[config.mk]
export PLATFORM = sky130hd
export DESIGN_NAME = dram_frame_writer
export DESIGN_NICKNAME = d
export VERILOG_FILES = /design/src/rtl/dram_frame_writer.sv
export SDC_FILE = /design/constraint.sdc
export NUM_CORES = 1
export LEC_CHECK = 0
export ABC_AREA = 1
export BUFFER_PORTS_ARGS = -buffer_cell sky130_fd_sc_hd__buf_2
export CAP_MARGIN = 5
export CELL_PAD_IN_SITES_DETAIL_PLACEMENT = 0
export CELL_PAD_IN_SITES_GLOBAL_PLACEMENT = 1
export CORE_MARGIN = 10
export CORE_UTILIZATION = 34
export DETAILED_ROUTE_END_ITERATION = 8
export GPL_TIMING_DRIVEN = 0
export PLACE_DENSITY_LB_ADDON = 0.1
export REMOVE_ABC_BUFFERS = 1
export SLEW_MARGIN = 10
export SYNTH_ARGS = -nofsm -noshare
export SYNTH_HDL_FRONTEND = slang
export SYNTH_SLANG_ARGS = --single-unit
[constraint.sdc]
create_clock -name ACLK -period 3.31 [get_ports ACLK]
set_clock_uncertainty 0.2 [all_clocks]
set_input_delay 0 -clock ACLK [delete_from_list [all_inputs] [get_ports ACLK]]
set_output_delay 0 -clock ACLK [all_outputs]
set_load 0.02 [all_outputs]
[src/rtl/dram_frame_writer.sv]
// rtl/dram_frame_writer.sv - AXI3 write master draining a 64-bit stream into a circular DRAM frame buffer
// Optional sticky write-response error flag: FRAMEWRITER_BRESP_ERR_EN
module dram_frame_writer (
    input  logic        ACLK,
    input  logic        rst_n,
    output logic [31:0] M_AXI_AWADDR,
    output logic        M_AXI_AWVALID,
    input  logic        M_AXI_AWREADY,
    output logic [3:0]  M_AXI_AWLEN,
    output logic [1:0]  M_AXI_AWSIZE,
    output logic [1:0]  M_AXI_AWBURST,
    output logic [63:0] M_AXI_WDATA,
    output logic [7:0]  M_AXI_WSTRB,
    output logic        M_AXI_WVALID,
    input  logic        M_AXI_WREADY,
    output logic        M_AXI_WLAST,
    input  logic        M_AXI_BVALID,
    output logic        M_AXI_BREADY,
    input  logic [1:0]  M_AXI_BRESP,
    input  logic        start,
    input  logic        stop,
    input  logic        burst_ready,
    input  logic [31:0] FRAMEBUF_ADDR,
    input  logic [31:0] FRAMEBUF_NBYTES,
    output logic [31:0] FRAMEBUF_CURADDR,
    output logic [31:0] frames_written,
`ifdef FRAMEWRITER_BRESP_ERR_EN
    output logic        wr_error,
`endif
    input  logic        din_valid,
    output logic        din_ready,
    input  logic [63:0] din
);

    localparam logic [2:0] S_INIT = 3'd0;
    localparam logic [2:0] S_IDLE = 3'd1;
    localparam logic [2:0] S_ADDR = 3'd2;
    localparam logic [2:0] S_DATA = 3'd3;
    localparam logic [2:0] S_RESP = 3'd4;

    logic [2:0]  r_state;
    logic [31:0] r_awaddr;
    logic [3:0]  r_beat;
    logic        r_stopping;
    logic [31:0] r_frames;

    logic [31:0] w_next_addr;
    logic [31:0] w_buf_end;
    logic        w_wrap;
    logic        w_beat_fire;
    logic        w_resp_fire;

    assign w_next_addr = r_awaddr + 32'd128;
    assign w_buf_end   = FRAMEBUF_ADDR + FRAMEBUF_NBYTES;
    assign w_wrap      = (w_next_addr == w_buf_end);
    assign w_beat_fire = (r_state == S_DATA) && din_valid && M_AXI_WREADY;
    assign w_resp_fire = (r_state == S_RESP) && M_AXI_BVALID;

    always_ff @(posedge ACLK or negedge rst_n) begin
        if (!rst_n) begin
            r_state    <= S_INIT;
            r_awaddr   <= 32'd0;
            r_beat     <= 4'd0;
            r_stopping <= 1'b0;
            r_frames   <= 32'd0;
        end else begin
            case (r_state)
                S_INIT: begin
                    if (start) begin
                        r_awaddr <= FRAMEBUF_ADDR;
                        r_state  <= S_IDLE;
                    end
                end
                S_IDLE: begin
                    if (burst_ready)
                        r_state <= S_ADDR;
                end
                S_ADDR: begin
                    if (M_AXI_AWREADY) begin
                        r_beat  <= 4'd15;
                        r_state <= S_DATA;
                    end
                end
                S_DATA: begin
                    if (w_beat_fire) begin
                        r_beat <= r_beat - 4'd1;
                        if (r_beat == 4'd0)
                            r_state <= S_RESP;
                    end
                end
                S_RESP: begin
                    // Error responses still advance: the frame is never retried.
                    if (M_AXI_BVALID) begin
                        r_awaddr <= w_wrap ? FRAMEBUF_ADDR : w_next_addr;
                        if (w_wrap)
                            r_frames <= r_frames + 32'd1;
                        r_state <= (r_stopping && w_wrap) ? S_INIT : S_IDLE;
                    end
                end
                default: r_state <= S_INIT;
            endcase

            if (stop)
                r_stopping <= 1'b1;
            else if (r_state == S_INIT)
                r_stopping <= 1'b0;
        end
    end

`ifdef FRAMEWRITER_BRESP_ERR_EN
    logic r_wr_error;

    always_ff @(posedge ACLK or negedge rst_n) begin
        if (!rst_n)
            r_wr_error <= 1'b0;
        else if ((r_state == S_INIT) && start)
            r_wr_error <= 1'b0;
        else if (w_resp_fire && (M_AXI_BRESP != 2'b00))
            r_wr_error <= 1'b1;
    end

    assign wr_error = r_wr_error;
`else
    logic w_unused_bresp;
    assign w_unused_bresp = ^{M_AXI_BRESP, w_resp_fire};
`endif

    assign M_AXI_AWADDR     = r_awaddr;
    assign M_AXI_AWVALID    = (r_state == S_ADDR);
    assign M_AXI_AWLEN      = 4'b1111;
    assign M_AXI_AWSIZE     = 2'b11;
    assign M_AXI_AWBURST    = 2'b01;
    assign M_AXI_WDATA      = din;
    assign M_AXI_WSTRB      = 8'hFF;
    assign M_AXI_WVALID     = (r_state == S_DATA) && din_valid;
    assign M_AXI_WLAST      = (r_state == S_DATA) && (r_beat == 4'd0);
    assign M_AXI_BREADY     = (r_state == S_RESP);
    assign din_ready        = (r_state == S_DATA) && M_AXI_WREADY;
    assign FRAMEBUF_CURADDR = r_awaddr;
    assign frames_written   = r_frames;

endmodule

==> flow_summary.json, run 1 <==
{
  "drc": 0,
  "grtUsageTotal": 0.249,
  "grt_setup_unrepaired": "no",
  "p_leak_nw": 6.41,
  "portBuffers": 173,
  "clkLatencyLatePin_ps": 340,
  "synth_edf_count": 0,
  "maxCapViolations": 0,
  "cts_buffers": 9,
  "drive_above_1_share": 0.160,
  "mappedNetlistArea_sq_mm": 0.00913,
  "synth.top_cells.by_area": "nand2_1 24%, dfrtp_1 20%, inv_1 9.9%",
  "arrival_ps": 3160,
  "clockPowerShare": 0.184,
  "seqCellArea_sq_mm": 0.00181,
  "antenna_found_initial": 6,
  "routed_wl_microns": 43400,
  "yosysTopAreaCell": "nand2_1",
  "grt_pass1_wl_microns": 63800,
  "fin_crit_sh": 0.946,
  "seq_area_frac_synth": 0.197,
  "grt_max_degree": 53,
  "h-tree-depth": 3,
  "swShare": 0.519,
  "ys_warn_count": 0,
  "ys_types": 46,
  "fillCellCount": 2909,
  "final_cell_mix": "587 x nand2_1, 242 x inv_1, 178 x nand3_1",
  "clock-root-buffer": "clkbuf_16",
  "cts_sinks": 72,
  "die_area_sq_mm": 0.0338,
  "place_ws_ps": -1200,
  "outcome": "completed",
  "ir_drop_v": 0.000314,
  "internal_power_mw": 2.91,
  "crit_path_max_fanout": 6,
  "first_pass_iters": 6,
  "io_pins": 320,
  "finalCriticalPeriod_ps": 3130,
  "die_h_microns": 184,
  "combPwrFrac": 0.566,
  "finalNetCount": 1941,
  "syn_inst": 1569,
  "synth.top_cell.area_share": 0.242,
  "rr_worst_depth": 18,
  "cts_buffer_depth": 2,
  "multiInputGateArea_sq_mm": 0.00567,
  "endpoint_kind": "flop",
  "yosys_register_bits": 72,
  "async_reset_ff_frac": 1.00,
  "synth_ff_type": "dfrtp_1",
  "p_sw_mw": 3.13,
  "p_seq_frac": 0.250,
  "vias": 10400,
  "slew_headroom": 0.236,
  "finalSetupViolCount": 0,
  "hp-class": "input port to async pin",
  "coreArea_sq_mm": 0.0263,
  "avgSynthCellArea_sq_um": 5.82,
  "p_per_area_mw_per_mm2": 533,
  "start_kind": "flop",
  "cts.reportedPaths.clkPinSlew_ps": 60,
  "placed_area_sq_mm": 0.00961,
  "fmax_mhz": 319,
  "hpwl_microns": 32900,
  "start_util": 0.348,
  "grt_pass1_vias": 10200,
  "drtIter0Drc": 843,
  "finalWorstSetupSlack_ps": 180,
  "hold_viol_final": 0,
  "rows": 59,
  "worstPathRequired_ps": 3340,
  "die_x_microns": 184,
  "slew_violations": 0,
  "globalRouteOverflowTotal": 0,
  "cts_tree": "yes",
  "cp-startpoint": "FRAMEBUF_CURADDR[7]",
  "fin_area_sq_mm": 0.0113,
  "avgViaCountPerCell": 4.94,
  "syn_to_final_growth_pct": 24.1,
  "layout_commonest_cell": "nand2_1",
  "routabilityCongestion": 0.901,
  "wl_per_cell_microns": 20.5,
  "worstSetupPathType": "flop to flop",
  "r2r_start": "FRAMEBUF_CURADDR[7]",
  "antenna_left": 0,
  "worst_pin_slew_ps": 1140
}
worst max-delay path: stages, from the launching register on:
cell	delay, ps
dfrtp_2	420
ha_2	220
nand2_2	80
nor2_4	190
nand2_2	130
nor2_4	200
nand3_1	100
nand2_1	150
inv_1	50
nand3_1	70
nand2_1	80
inv_1	130
nand3_2	130
nor2_4	170
nand3_4	210
nand2_4	230
nand2_1	100
nand3_1	80
nand2_1	70
path summary, 6_finish.rpt:
path	end	slack [ps]
min in group ACLK	FRAMEBUF_CURADDR[24]	110
setup / recovery	FRAMEBUF_CURADDR[7]	180
max in group asynchronous	FRAMEBUF_CURADDR[7]	1310
setup reg to reg	FRAMEBUF_CURADDR[7]	180
hold / removal	FRAMEBUF_CURADDR[30]	10
hold reg to reg	frames_written[31]	320
power by group through the flow:
| stage | registers (mW) | clock network [mW] | logic, mW |
|---|---|---|---|
| floorplan | 1.84 | 0 | 1.62 |
| global placement | 1.52 | 0 | 3.03 |
| detailed placement | 1.52 | 0 | 3.07 |
| CTS | 1.50 | 1.14 | 3.33 |
| global route | 1.54 | 1.18 | 3.76 |
| finish | 1.51 | 1.11 | 3.42 |
cells in the mapped netlist, types with 2 or more instances:
library cell,instances
inv_1,242
nand4_1,14
o21ai_2,4
nor2_2,6
clkbuf_1,8
nor2_4,3
a21oi_1,25
conb_1,2
inv_2,8
nor4_1,11
nor3_4,2
xnor2_1,18
nand2_1,589
nor3_2,2
xor2_2,3
o21ai_0,7
dfrtp_1,72
nand2_2,7
ha_1,34
a21o_1,2
buf_6,5
nand3_1,179
xor2_1,36
nor3_1,21
or2_2,5
buf_2,3
nand3b_1,12
buf_4,114
nor2_1,118
cell families (layout without fill, tap and decap cells):
family / after synthesis / in the layout / share of synthesized area
xor+xnor: 57 / 57 / 0.0571
fa+ha+maj: 35 / 35 / 0.0488
buf+inv: 383 / 567 / 0.209
compound gates: 44 / 44 / 0.0275
simple gates: 976 / 981 / 0.459
other cells: 2 / 23 / 0.000822
flops: 72 / 72 / 0.197
what timing repair did:
item / 4_1_cts / 5_1_grt
hold endpoints to repair: 193 / 0
cloned: 2 / 3
setup buffers: 5 / 11
gates resized for setup: 17 / 22
setup endpoints to repair: 64 / 65
hold buffers: 105 / 0
pin swaps: 3 / 8
state kept, by name (all words and copies together) (netlist names):
register and count:
FRAMEBUF_CURADDR 32, frames_written 32, r_beat 4, r_stopping 1, r_state 3
cell type report:
| class | count | area share |
|---|---|---|
| tap | 335 | 0.0370 |
| sequential | 72 | 0.160 |
| inverter | 252 | 0.0850 |
| multi-input combinational | 1133 | 0.500 |
| timing repair buffer | 299 | 0.188 |
| clock inverter | 7 | 0.00916 |
| antenna | 7 | 0.00155 |
| clock buffer | 9 | 0.0199 |
metrics by stage:
step | total power [mW] | util | cells | hold slack, ps | setup TNS (ps)
6_report | 6.04 | 0.431 | 2114 | 10.9 | 0
5_1_grt | 6.48 | 0.431 | 2107 | 59.7 | 0
4_1_cts | 5.97 | 0.423 | 2093 | 1.38 | 0
3_5_place_dp | 4.60 | 0.366 | 1965 | -271 | -46870
3_3_place_gp | 4.55 | 0.362 | 1960 | -200 | -174780
2_1_floorplan | 3.46 | - | 1452 | -496 | -35950
layer usage:
metal	track usage	share of wire	vias to the layer above
met5	0	0.0011	-
met4	0.0528	0.018	8
met3	0.0520	0.073	68
met2	0.399	0.45	384
met1	0.335	0.45	4847
li1	-	-	5129
Power figures use the tool's default switching activity.
==> run 2, diff against run 1 <==
ABC_AREA = 0   (was 1)
ABC_CLOCK_PERIOD_IN_PS = 3310   (was default)
CORE_UTILIZATION = 36   (was 34)
==> run 2 against run 1 <==
Effect of this change:
- the flow now finishes with violations (negative setup slack)
- combinational power is 25% higher
- maximum frequency is 13% lower
- sequential share of layout area is 0.59 points higher
- largest power group unchanged
- first-iteration DRC count is 21% lower
- die area is 14% lower
- sequential power hardly changed
- global-route usage is 0.80 points higher
- synthesized area is 11% lower
==> flow_summary.json, run 2 <==
{
  "routed_wl_microns": 38700,
  "ir_drop_v": 0.000327,
  "yosysMostFrequentCell": "buf_4",
  "start_util": 0.370,
  "final_cell_mix": "172 x buf_2, 104 x dlygate4sd3_1, 89 x nand2_1",
  "h-tree-depth": 3,
  "violations": "negative setup slack",
  "synth.top_cell.area_share": 0.221,
  "drtIter0Drc": 667,
  "avgViaCountPerCell": 5.73,
  "cts_tree": "yes",
  "p_leak_nw": 5.15,
  "syn_inst": 1006,
  "yosys_register_bits": 72,
  "slew_violations": 0,
  "vias": 8649,
  "cts_buffers": 9,
  "maxCapViolations": 0,
  "outcome": "complete, but fails checks",
  "synth_edf_count": 0,
  "start_kind": "flop",
  "synth.top_cells.by_area": "dfrtp_1 22%, buf_4 10%, xnor2_1 6.2%",
  "finish.utilization": 0.500,
  "grt_pass1_wl_microns": 56100,
  "fin_crit_sh": 1.08,
  "mappedNetlistArea_sq_mm": 0.00814,
  "rows": 54,
  "antenna_found_initial": 4,
  "grt_max_degree": 40,
  "place_ws_ps": -1820,
  "clkLatencyLatePin_ps": 350,
  "cts_sinks": 72,
  "fin_area_sq_mm": 0.0110,
  "netlist_top_cells_count": "113 x buf_4, 94 x nand2_1, 72 x dfrtp_1",
  "die_area_sq_mm": 0.0290,
  "slew_headroom": 0.362,
  "drc": 0,
  "power_mw": 6.88,
  "async_reset_ff_frac": 1.00,
  "coreArea_sq_mm": 0.0220,
  "first_pass_iters": 5,
  "finalWorstSetupSlack_ps": -277,
  "io_pins": 320,
  "globalRouteOverflowTotal": 0,
  "cts_buffer_depth": 2,
  "reg2reg_to": "frames_written[9]",
  "avgSynthCellArea_sq_um": 8.10,
  "setup_tns_ps": -9570,
  "fmax_mhz": 279,
  "reg2reg_setup_slack_ps": -280,
  "portBuffers": 173,
  "placed_area_sq_mm": 0.00839,
  "syn_to_final_growth_pct": 35.3,
  "cp-startpoint": "FRAMEBUF_CURADDR[13]",
  "hp-class": "input port to flop",
  "hpwl_microns": 26800,
  "p_per_area_mw_per_mm2": 625,
  "die_h_microns": 170,
  "clock-root-buffer": "clkbuf_16",
  "wl_per_cell_microns": 25.6,
  "yosysTopAreaCell": "dfrtp_1",
  "ys_warn_count": 0,
  "antenna_left": 0,
  "fillCellCount": 2163,
  "grtUsageTotal": 0.257,
  "routabilityCongestion": 0.853,
  "layout_commonest_cell": "buf_2",
  "rr_worst_depth": 14,
  "finalNetCount": 1395,
  "worstSetupPathType": "flop to flop",
  "cts.reportedPaths.clkPinSlew_ps": 70,
  "worst_pin_slew_ps": 956,
  "arrival_ps": 3640,
  "grt_pass1_vias": 8446,
  "drive_above_1_share": 0.316,
  "hold_viol_final": 0,
  "endpoint_kind": "flop",
  "crit_path_max_fanout": 6,
  "finalSetupViolCount": 63,
  "worstPathRequired_ps": 3370,
  "critPathCapture": "frames_written[9]",
  "ys_types": 86,
  "r2r_start": "FRAMEBUF_CURADDR[13]",
  "synth_ff_type": "dfrtp_1",
  "die_x_microns": 170,
  "seq_area_frac_synth": 0.221,
  "finalCriticalPeriod_ps": 3590,
  "grt_setup_unrepaired": "yes"
}
-- run 2: worst min-delay path by stage --
stage                            from              endpoint  slack, ps  cells past startpoint
floorplan                       rst_n   FRAMEBUF_CURADDR[0]       -500                      0
global placement              din[38]       M_AXI_WDATA[38]       -200                      0
detailed placement            din[38]       M_AXI_WDATA[38]       -200                      0
CTS                  FRAMEBUF_ADDR[0]   FRAMEBUF_CURADDR[0]       -300                      2
global route        FRAMEBUF_ADDR[20]  FRAMEBUF_CURADDR[20]         70                      4
finish              FRAMEBUF_ADDR[24]  FRAMEBUF_CURADDR[24]         20                      4
-- run 2: layer usage --
layer  vias to the layer above  share of wire  global-route usage
li1                       3952              -                   -
met1                      4239           0.48               0.376
met2                       402           0.42               0.370
met3                        52          0.081              0.0576
met4                         4          0.018              0.0587
met5                         -        0.00059                   0
-- run 2: logic make-up (layout without fill, tap and decap cells) --
group	after synthesis	after routing	share of synthesized area
AO/OA/AOI/OAI	210	210	0.178
XOR/XNOR	108	108	0.119
adder cells (fa/ha/maj)	35	35	0.0547
buffers and inverters	179	381	0.140
flip-flops	72	72	0.221
multiplexers	23	23	0.0304
other	2	20	0.000922
AND/OR/NAND/NOR	377	381	0.256
-- run 2: power by group --
group	leakage [nW]	switching, mW	total (mW)	internal, mW
clock	0.146	0.484	1.08	0.600
combinational	4.11	2.55	4.28	1.72
sequential	0.891	0.389	1.52	1.13
total	5.15	3.43	6.88	3.45
-- run 2: stage by stage --
stage | hold slack (ps) | instances
6_report | 19.8 | 1510
5_1_grt | 66.5 | 1507
4_1_cts | -300 | 1498
3_5_place_dp | -200 | 1317
3_3_place_gp | -200 | 1316
2_1_floorplan | -496 | 863
-- run 2: worst max-delay path, cell delays in order (launching register included) --
cell	delay, ps
dfrtp_2	420
nand4_4	150
buf_6	160
nor4_4	390
buf_4	210
xnor2_4	140
xor2_2	210
nor3_2	100
nor4_4	290
nor4b_4	240
buf_6	170
buf_4	170
nand4_4	230
nor2_4	180
xor2_1	230
-- run 2: layout make-up --
class,instances,area [sq um],share of cell area
clock buffer,9,225,0.0204
inverter,22,87.6,0.00795
sequential,72,1820,0.166
timing repair buffer,343,2560,0.232
clock inverter,7,87.6,0.00795
antenna,4,10.0,0.000909
multi-input combinational,773,5870,0.533
tap,280,350,0.0318
-- run 2: repair_timing --
action	4_1_cts	5_1_grt
resized for setup	95	52
cloned	4	0
hold buffers	104	1
endpoints found under the setup margin	66	65
setup buffers	57	7
endpoints found under the hold margin	176	1
pin swaps	42	40
